[config.mk]
export PLATFORM = sky130hd
export DESIGN_NAME = sm4_round_iter_flat
export DESIGN_NICKNAME = d
export VERILOG_FILES = /design/src/rtl/sm4_pkg.sv /design/src/rtl/sm4_round_iter_if.sv /design/src/rtl/sm4_round_iter_tau.sv /design/src/rtl/sm4_round_iter.sv /design/src/flat_wrapper.sv
export SDC_FILE = /design/constraint.sdc
export NUM_CORES = 2
export LEC_CHECK = 0
export ABC_AREA = 1
export CELL_PAD_IN_SITES_DETAIL_PLACEMENT = 1
export CELL_PAD_IN_SITES_GLOBAL_PLACEMENT = 1
export CORE_ASPECT_RATIO = 1.75
export CORE_MARGIN = 2
export CORE_UTILIZATION = 44
export DETAILED_ROUTE_END_ITERATION = 8
export PLACE_DENSITY_LB_ADDON = 0.25
export SLEW_MARGIN = 20
export SYNTH_ARGS = -nofsm -noshare
export SYNTH_HDL_FRONTEND = slang
export SYNTH_SLANG_ARGS = --single-unit
[constraint.sdc]
create_clock -name CLK_i -period 27.6 [get_ports CLK_i]
set_clock_uncertainty 0.2 [all_clocks]
set_input_delay 5.52 -clock CLK_i [delete_from_list [all_inputs] [get_ports CLK_i]]
set_output_delay 5.52 -clock CLK_i [all_outputs]
set_load 0.05 [all_outputs]
[src/rtl/sm4_pkg.sv]
// Shared SM4 definitions: FSM states, round count, L-transform rotations and helpers.
package sm4_pkg;

  localparam int unsigned SM4_ROUNDS = 32;
  localparam int unsigned WORD_W     = 32;
  localparam int unsigned BLOCK_W    = 128;
  localparam int unsigned IDX_W      = 5;

  localparam int unsigned L_ROT0 = 2;
  localparam int unsigned L_ROT1 = 10;
  localparam int unsigned L_ROT2 = 18;
  localparam int unsigned L_ROT3 = 24;

  typedef enum logic [1:0] {
    ST_IDLE = 2'd0,
    ST_SUB  = 2'd1,
    ST_LIN  = 2'd2,
    ST_DONE = 2'd3
  } sm4_state_t;

  function automatic logic [WORD_W-1:0] sm4_rol(input logic [WORD_W-1:0] v,
                                                input int unsigned n);
    return (v << n) | (v >> (WORD_W - n));
  endfunction

  // Linear diffusion applied to the substituted word of each round.
  function automatic logic [WORD_W-1:0] sm4_l(input logic [WORD_W-1:0] b);
    return b ^ sm4_rol(b, L_ROT0) ^ sm4_rol(b, L_ROT1)
             ^ sm4_rol(b, L_ROT2) ^ sm4_rol(b, L_ROT3);
  endfunction

endpackage

[src/rtl/sm4_round_iter_if.sv]
// Host block handshake and round-key store port of the SM4 round engine.
interface sm4_round_iter_if;
  logic         DIN_VALID_i;
  logic         DIN_READY_o;
  logic [127:0] DIN_i;
  logic         DEC_i;
  logic [4:0]   RK_IDX_o;
  logic [31:0]  RK_i;
  logic         DOUT_VALID_o;
  logic         DOUT_READY_i;
  logic [127:0] DOUT_o;
  logic         BUSY_o;

  modport master (
    output DIN_VALID_i, DIN_i, DEC_i, RK_i, DOUT_READY_i,
    input  DIN_READY_o, RK_IDX_o, DOUT_VALID_o, DOUT_o, BUSY_o
  );

  modport slave (
    input  DIN_VALID_i, DIN_i, DEC_i, RK_i, DOUT_READY_i,
    output DIN_READY_o, RK_IDX_o, DOUT_VALID_o, DOUT_o, BUSY_o
  );
endinterface

[src/rtl/sm4_round_iter_tau.sv]
// Registered SM4 tau: four registered byte S-boxes, one cycle latency, no reset.
module sm4_sbox (
  input  logic       CLK_i,
  input  logic [7:0] A_i,
  output logic [7:0] Q_o
);
  localparam logic [7:0] SBOX [256] = '{
    8'hd6, 8'h90, 8'he9, 8'hfe, 8'hcc, 8'he1, 8'h3d, 8'hb7, 8'h16, 8'hb6, 8'h14, 8'hc2, 8'h28, 8'hfb, 8'h2c, 8'h05,
    8'h2b, 8'h67, 8'h9a, 8'h76, 8'h2a, 8'hbe, 8'h04, 8'hc3, 8'haa, 8'h44, 8'h13, 8'h26, 8'h49, 8'h86, 8'h06, 8'h99,
    8'h9c, 8'h42, 8'h50, 8'hf4, 8'h91, 8'hef, 8'h98, 8'h7a, 8'h33, 8'h54, 8'h0b, 8'h43, 8'hed, 8'hcf, 8'hac, 8'h62,
    8'he4, 8'hb3, 8'h1c, 8'ha9, 8'hc9, 8'h08, 8'he8, 8'h95, 8'h80, 8'hdf, 8'h94, 8'hfa, 8'h75, 8'h8f, 8'h3f, 8'ha6,
    8'h47, 8'h07, 8'ha7, 8'hfc, 8'hf3, 8'h73, 8'h17, 8'hba, 8'h83, 8'h59, 8'h3c, 8'h19, 8'he6, 8'h85, 8'h4f, 8'ha8,
    8'h68, 8'h6b, 8'h81, 8'hb2, 8'h71, 8'h64, 8'hda, 8'h8b, 8'hf8, 8'heb, 8'h0f, 8'h4b, 8'h70, 8'h56, 8'h9d, 8'h35,
    8'h1e, 8'h24, 8'h0e, 8'h5e, 8'h63, 8'h58, 8'hd1, 8'ha2, 8'h25, 8'h22, 8'h7c, 8'h3b, 8'h01, 8'h21, 8'h78, 8'h87,
    8'hd4, 8'h00, 8'h46, 8'h57, 8'h9f, 8'hd3, 8'h27, 8'h52, 8'h4c, 8'h36, 8'h02, 8'he7, 8'ha0, 8'hc4, 8'hc8, 8'h9e,
    8'hea, 8'hbf, 8'h8a, 8'hd2, 8'h40, 8'hc7, 8'h38, 8'hb5, 8'ha3, 8'hf7, 8'hf2, 8'hce, 8'hf9, 8'h61, 8'h15, 8'ha1,
    8'he0, 8'hae, 8'h5d, 8'ha4, 8'h9b, 8'h34, 8'h1a, 8'h55, 8'had, 8'h93, 8'h32, 8'h30, 8'hf5, 8'h8c, 8'hb1, 8'he3,
    8'h1d, 8'hf6, 8'he2, 8'h2e, 8'h82, 8'h66, 8'hca, 8'h60, 8'hc0, 8'h29, 8'h23, 8'hab, 8'h0d, 8'h53, 8'h4e, 8'h6f,
    8'hd5, 8'hdb, 8'h37, 8'h45, 8'hde, 8'hfd, 8'h8e, 8'h2f, 8'h03, 8'hff, 8'h6a, 8'h72, 8'h6d, 8'h6c, 8'h5b, 8'h51,
    8'h8d, 8'h1b, 8'haf, 8'h92, 8'hbb, 8'hdd, 8'hbc, 8'h7f, 8'h11, 8'hd9, 8'h5c, 8'h41, 8'h1f, 8'h10, 8'h5a, 8'hd8,
    8'h0a, 8'hc1, 8'h31, 8'h88, 8'ha5, 8'hcd, 8'h7b, 8'hbd, 8'h2d, 8'h74, 8'hd0, 8'h12, 8'hb8, 8'he5, 8'hb4, 8'hb0,
    8'h89, 8'h69, 8'h97, 8'h4a, 8'h0c, 8'h96, 8'h77, 8'h7e, 8'h65, 8'hb9, 8'hf1, 8'h09, 8'hc5, 8'h6e, 8'hc6, 8'h84,
    8'h18, 8'hf0, 8'h7d, 8'hec, 8'h3a, 8'hdc, 8'h4d, 8'h20, 8'h79, 8'hee, 8'h5f, 8'h3e, 8'hd7, 8'hcb, 8'h39, 8'h48
  };

  logic [7:0] r_q;

  always_ff @(posedge CLK_i) begin
    r_q <= SBOX[A_i];
  end

  assign Q_o = r_q;
endmodule

module sm4_tau (
  input  logic        CLK_i,
  input  logic [31:0] X_i,
  output logic [31:0] Y_o
);
  for (genvar g = 0; g < 4; g++) begin : g_byte
    sm4_sbox u_sbox (
      .CLK_i (CLK_i),
      .A_i   (X_i[8*g +: 8]),
      .Q_o   (Y_o[8*g +: 8])
    );
  end
endmodule

[src/rtl/sm4_round_iter.sv]
// Iterative SM4 round engine, two cycles per round (S-box, then L and word shift).
// Optional feature macro SM4_DEC_EN: honour DEC_i and walk the round keys in reverse.
module sm4_round_iter
  import sm4_pkg::*;
(
  input  logic              CLK_i,
  input  logic              RST_i,
  sm4_round_iter_if.slave   bus
);

  sm4_state_t         r_state;
  logic [WORD_W-1:0]  r_x0, r_x1, r_x2, r_x3;
  logic [IDX_W-1:0]   r_cnt;
  logic [IDX_W-1:0]   r_rk_idx;
  logic               r_din_ready;
  logic               r_dout_valid;
  logic [BLOCK_W-1:0] r_dout;
  logic               r_busy;

  logic [WORD_W-1:0]  w_tau_in;
  logic [WORD_W-1:0]  w_tau_out;
  logic [WORD_W-1:0]  w_new_word;
  logic [IDX_W-1:0]   w_cnt_inc;
  logic [IDX_W-1:0]   w_idx_next;
  logic [IDX_W-1:0]   w_idx_load;
  logic               w_last;

  assign w_tau_in   = r_x1 ^ r_x2 ^ r_x3 ^ bus.RK_i;
  assign w_new_word = r_x0 ^ sm4_l(w_tau_out);
  assign w_cnt_inc  = r_cnt + IDX_W'(1);
  assign w_last     = (r_cnt == IDX_W'(SM4_ROUNDS - 1));

`ifdef SM4_DEC_EN
  logic r_dec;

  // Direction is captured with the block so DEC_i may change while busy.
  always_ff @(posedge CLK_i or posedge RST_i) begin
    if (RST_i) begin
      r_dec <= 1'b0;
    end else if (r_state == ST_IDLE && bus.DIN_VALID_i) begin
      r_dec <= bus.DEC_i;
    end
  end

  assign w_idx_next = r_dec ? (IDX_W'(SM4_ROUNDS - 1) - w_cnt_inc) : w_cnt_inc;
  assign w_idx_load = bus.DEC_i ? IDX_W'(SM4_ROUNDS - 1) : IDX_W'(0);
`else
  assign w_idx_next = w_cnt_inc;
  assign w_idx_load = IDX_W'(0);
`endif

  sm4_tau u_tau (
    .CLK_i (CLK_i),
    .X_i   (w_tau_in),
    .Y_o   (w_tau_out)
  );

  // Round sequencer; every output is a register updated here.
  always_ff @(posedge CLK_i or posedge RST_i) begin
    if (RST_i) begin
      r_state      <= ST_IDLE;
      r_x0         <= '0;
      r_x1         <= '0;
      r_x2         <= '0;
      r_x3         <= '0;
      r_cnt        <= '0;
      r_rk_idx     <= '0;
      r_din_ready  <= 1'b1;
      r_dout_valid <= 1'b0;
      r_dout       <= '0;
      r_busy       <= 1'b0;
    end else begin
      case (r_state)
        ST_IDLE: begin
          if (bus.DIN_VALID_i) begin
            r_x0        <= bus.DIN_i[127:96];
            r_x1        <= bus.DIN_i[95:64];
            r_x2        <= bus.DIN_i[63:32];
            r_x3        <= bus.DIN_i[31:0];
            r_cnt       <= '0;
            r_rk_idx    <= w_idx_load;
            r_din_ready <= 1'b0;
            r_busy      <= 1'b1;
            r_state     <= ST_SUB;
          end
        end
        ST_SUB: begin
          r_state <= ST_LIN;
        end
        ST_LIN: begin
          r_x0 <= r_x1;
          r_x1 <= r_x2;
          r_x2 <= r_x3;
          r_x3 <= w_new_word;
          if (w_last) begin
            // Counter and key index hold at the final round; no wrap.
            r_dout       <= {w_new_word, r_x3, r_x2, r_x1};
            r_dout_valid <= 1'b1;
            r_state      <= ST_DONE;
          end else begin
            r_cnt    <= w_cnt_inc;
            r_rk_idx <= w_idx_next;
            r_state  <= ST_SUB;
          end
        end
        ST_DONE: begin
          if (bus.DOUT_READY_i) begin
            r_dout_valid <= 1'b0;
            r_din_ready  <= 1'b1;
            r_busy       <= 1'b0;
            r_state      <= ST_IDLE;
          end
        end
        default: begin
          r_state <= ST_IDLE;
        end
      endcase
    end
  end

  assign bus.DIN_READY_o  = r_din_ready;
  assign bus.RK_IDX_o     = r_rk_idx;
  assign bus.DOUT_VALID_o = r_dout_valid;
  assign bus.DOUT_o       = r_dout;
  assign bus.BUSY_o       = r_busy;

endmodule

[src/flat_wrapper.sv]
// flat-port wrapper written by rule: the top's interface ports become plain ports
module sm4_round_iter_flat import sm4_pkg::*;
  (CLK_i, RST_i, bus_DIN_VALID_i, bus_DIN_i, bus_DEC_i, bus_RK_i, bus_DOUT_READY_i, bus_DIN_READY_o, bus_RK_IDX_o, bus_DOUT_VALID_o, bus_DOUT_o, bus_BUSY_o);
  sm4_round_iter_if bus_i ();
  input  logic CLK_i;
  input  logic RST_i;
  input wire logic [$bits(bus_i.DIN_VALID_i)-1:0] bus_DIN_VALID_i;
  input wire logic [$bits(bus_i.DIN_i)-1:0] bus_DIN_i;
  input wire logic [$bits(bus_i.DEC_i)-1:0] bus_DEC_i;
  input wire logic [$bits(bus_i.RK_i)-1:0] bus_RK_i;
  input wire logic [$bits(bus_i.DOUT_READY_i)-1:0] bus_DOUT_READY_i;
  output wire logic [$bits(bus_i.DIN_READY_o)-1:0] bus_DIN_READY_o;
  output wire logic [$bits(bus_i.RK_IDX_o)-1:0] bus_RK_IDX_o;
  output wire logic [$bits(bus_i.DOUT_VALID_o)-1:0] bus_DOUT_VALID_o;
  output wire logic [$bits(bus_i.DOUT_o)-1:0] bus_DOUT_o;
  output wire logic [$bits(bus_i.BUSY_o)-1:0] bus_BUSY_o;
  assign bus_i.DIN_VALID_i = bus_DIN_VALID_i;
  assign bus_i.DIN_i = bus_DIN_i;
  assign bus_i.DEC_i = bus_DEC_i;
  assign bus_i.RK_i = bus_RK_i;
  assign bus_i.DOUT_READY_i = bus_DOUT_READY_i;
  assign bus_DIN_READY_o = bus_i.DIN_READY_o;
  assign bus_RK_IDX_o = bus_i.RK_IDX_o;
  assign bus_DOUT_VALID_o = bus_i.DOUT_VALID_o;
  assign bus_DOUT_o = bus_i.DOUT_o;
  assign bus_BUSY_o = bus_i.BUSY_o;
  sm4_round_iter u_core (.CLK_i(CLK_i), .RST_i(RST_i), .bus(bus_i));
endmodule
==> summary.md <==
| Metric | Value |
|---|---|
| Drt drc | `0` |
| Post-CTS setup buffer count | `0` |
| Worst slew pin tran | `roughly 1100 ps` |
| Post-synthesis compound-gate area fraction | `9.65%` |
| TritonCTS Buffers | `31` |
| DP Area | `between 20000 and 30000 um2` |
| Via count | `31519` |
| Vias in the first global route | `between 30000 and 40000` |
| Gr usage total | `~45%` |
| Fin crit share | `a little under a third` |
| Seq cells post-synth | `approximately 300` |
| Crit path kind | `in2reg` |
| Congestion Overflow GR | `0` |
| Post-CTS Resized | `0` |
| Layout Nets | `4318` |
| Post-synth EDFFs | `0` |
| Synthesized cell area | `25700 um2` |
| Num ports | `about 300` |
| CP Capture Type | `flop` |
| Die Span X | `roughly 190 um` |
| Synthesis-to-finish area growth | `16.2%` |
| Pre-Repair DR Iteration Count | `6` |
| Peak Freq | `114 MHz` |
| Status | `finished clean` |
| Max cap viols | `0` |
| CTS hold repair buffers | `0` |
| R2R depth | `8` |
| Synth Instances | `~4000` |
| Top post-synthesis cells by count | `nand2_1, nand3_1, dfrtp_1, inv_1, nor2_1` |
| Warning count from the yosys run | `0` |
| CP required | `between 20000 and 30000 ps` |
| Ratio of cells with drive above 1 in the final layout | `under 10%` |
| Initial antenna violation count | `17` |
| Final Critical Period | `~9000 ps` |
| Post-route setup slack | `between 15000 and 20000 ps` |
| Global-route wire length before repair | `roughly 210000 um` |
| WHS Path Cells | `2` |
| RSZ-0062 raised after global routing | `no` |
| Largest net degree at the start of global routing | `153` |
| Critical path startpoint category | `primary input` |
| Final setup TNS | `0 ps` |
| Routed wire per std cell | `approximately 29 um` |
| Port bufs | `approximately 300` |
| Relative slew slack | `about a quarter` |
| Routed WL | `141000 um` |
| Initial Util | `around 44%` |
| Post-synthesis xor/xnor area fraction | `a little over 6%` |
| Hold WC Path Type | `reg2reg` |
| Setup WS pre-CTS | `around 18000 ps` |
| DPL Wire Length | `99900 um` |
| Simple-Gate Fraction of Synth Area | `between 40% and 50%` |
| Synth top area cells | `dfrtp_1, nand3_1, nand2_1` |
| Max Buffers Root-to-Sink | `3` |
| Largest family of logic cells by synthesized area | `simple AND/OR/NAND/NOR gates` |
| CTS tree | `built` |
| Syn avg cell area | `6.43 um2` |
| CTS root buf | `clkbuf_16` |
| Ys flop type | `dfrtp_1` |
| Register area share after synthesis | `between 20% and 30%` |
| Crit-path max FO | `11` |
| Final hold violation count | `0` |
| Post-synthesis adder-cell area fraction | `2.53%` |
| Htree depth | `1` |
| RD Place Congestion | `1.04` |
| DR vias/cell | `around 6.4` |
| Synth Net Count | `4215` |
| Dominant cell type by area after synthesis | `dfrtp_1` |
| Multiplexer share of the synthesized area | `0%` |
| Core Area | `58000 um2` |
| Clk sinks | `298` |
| Die height | `roughly 320 um` |
| # setup viols final | `0` |
| DRT antenna net count | `0` |
| Fill cells | `between 7000 and 8000` |
| Crit path DAT | `9080 ps` |
| Number of DRC markers in iteration 0 | `between 3000 and 4000` |
| Clk_lat worst skew | `between 600 and 700 ps` |
| Yosys top cell area share | `25.8%` |
| Top-count cell post-synth | `nand2_1` |
| Share of synthesized registers carrying an async set or reset | `89.3%` |
| CTS clk-pin slew, worst paths | `70 ps` |
| Yosys cell types | `between 40 and 50` |
| Rows | `~120` |
| Die Area | `roughly 60000 um2` |
| Final instance area | `~30000 um2` |
| Slew Viols, Final | `0` |
-- cell families after synthesis --
logic type               count (synthesis)
AO/OA/AOI/OAI                          410
AND/OR/NAND/NOR                       2511
XOR/XNOR                               178
adder cells (fa/ha/maj)                 52
buffers and inverters                  549
flip-flops                             298
-- registers in the layout (all words and copies together), names as in the netlist --
register                        count
u_core.bus.DOUT_o                 128
u_core.r_x0                        32
u_core.r_x1                        32
u_core.r_x2                        32
u_core.r_x3                        32
u_core.u_tau.g_byte.u_sbox.Q_o     32
u_core.r_cnt                        5
u_core.r_state                      2
u_core.bus.BUSY_o                   1
u_core.bus.DIN_READY_o              1
u_core.bus.DOUT_VALID_o             1
-- final timing paths --
check                                                  start                                            to  slack, ps
max                                              bus_RK_i[1]  u_core.u_tau.g_byte[0].u_sbox.Q_o[2]$_DFF_P_      18810
min reg2reg                u_core.bus.DOUT_o[51]$_DFFE_PP0P_             u_core.bus.DOUT_o[51]$_DFFE_PP0P_        290
max reg2reg                    u_core.r_state[1]$_DFFE_PP0P_                   u_core.r_x0[17]$_DFFE_PP0P_      23660
min in group asynchronous                              RST_i                   u_core.r_x1[20]$_DFFE_PP0P_       5290
min                        u_core.bus.DOUT_o[51]$_DFFE_PP0P_             u_core.bus.DOUT_o[51]$_DFFE_PP0P_        290
max in group asynchronous                              RST_i             u_core.bus.DOUT_o[67]$_DFFE_PP0P_      20470
-- area by class of cell --
cell class / count / area (um2) / area share (%)
antenna: 18 / 45.0 / 0.151
clock buffer: 46 / 892 / 2.99
clock inverter: 12 / 126 / 0.423
inverter: 280 / 1060 / 3.56
multi-input combinational: 3151 / 16200 / 54.1
sequential: 298 / 7300 / 24.4
tap: 773 / 967 / 3.24
timing repair buffer: 339 / 3320 / 11.1
-- worst max-delay path: stages --
cell and delay (ps):
clkdlybuf4s50_1 510, inv_1 70, nand2_1 110, nand2_1 100, xor2_1 860, ha_1 470, nand3_1 490, nand2_1 230
nand2_1 70, nand3_1 100, nand3_1 170, nand2_1 120, nand2_1 50, nand3_1 80, nand2_1 120
-- metrics by stage --
step	utilization, %	hold WS [ps]	instances
2_1_floorplan	-	321	3998
5_1_grt	51.5	319	4915
3_3_place_gp	49.7	264	4841
3_5_place_dp	49.7	276	4841
4_1_cts	51.5	293	4899
6_report	51.5	287	4917
-- metal layers --
metal / global-route usage (%) / wire length, um
met2: 76.0 / 67300
met3: 7.70 / 10100
met5: 0 / 0
met1: 48.1 / 47600
met4: 44.7 / 16100
-- layout by cell type (no fill, tap or decap), types with 18 or more instances in the layout --
cell type        synthesis  final
xor2_1                  67     64
nor3_1                 100    100
buf_4                   26     38
nor2_1                 165    161
o21ai_1                 24     24
clkbuf_16                0     31
nand2_1               1077   1073
inv_1                  245    244
diode_2                  0     18
inv_2                   32     31
a221oi_1                81     81
dfxtp_1                 32     32
ha_1                    52     52
o22ai_1                 31     31
nand4_1                 20     20
nand2_2                 35     36
a21oi_1                131    131
nand3_1               1059   1059
o21ai_0                110    110
xnor2_1                105    103
clkdlybuf4s50_1          0    299
dfrtp_1                265    265
Power is not shown: default switching activity piles up to over one toggle a cycle in this logic, so the estimate is an artifact.
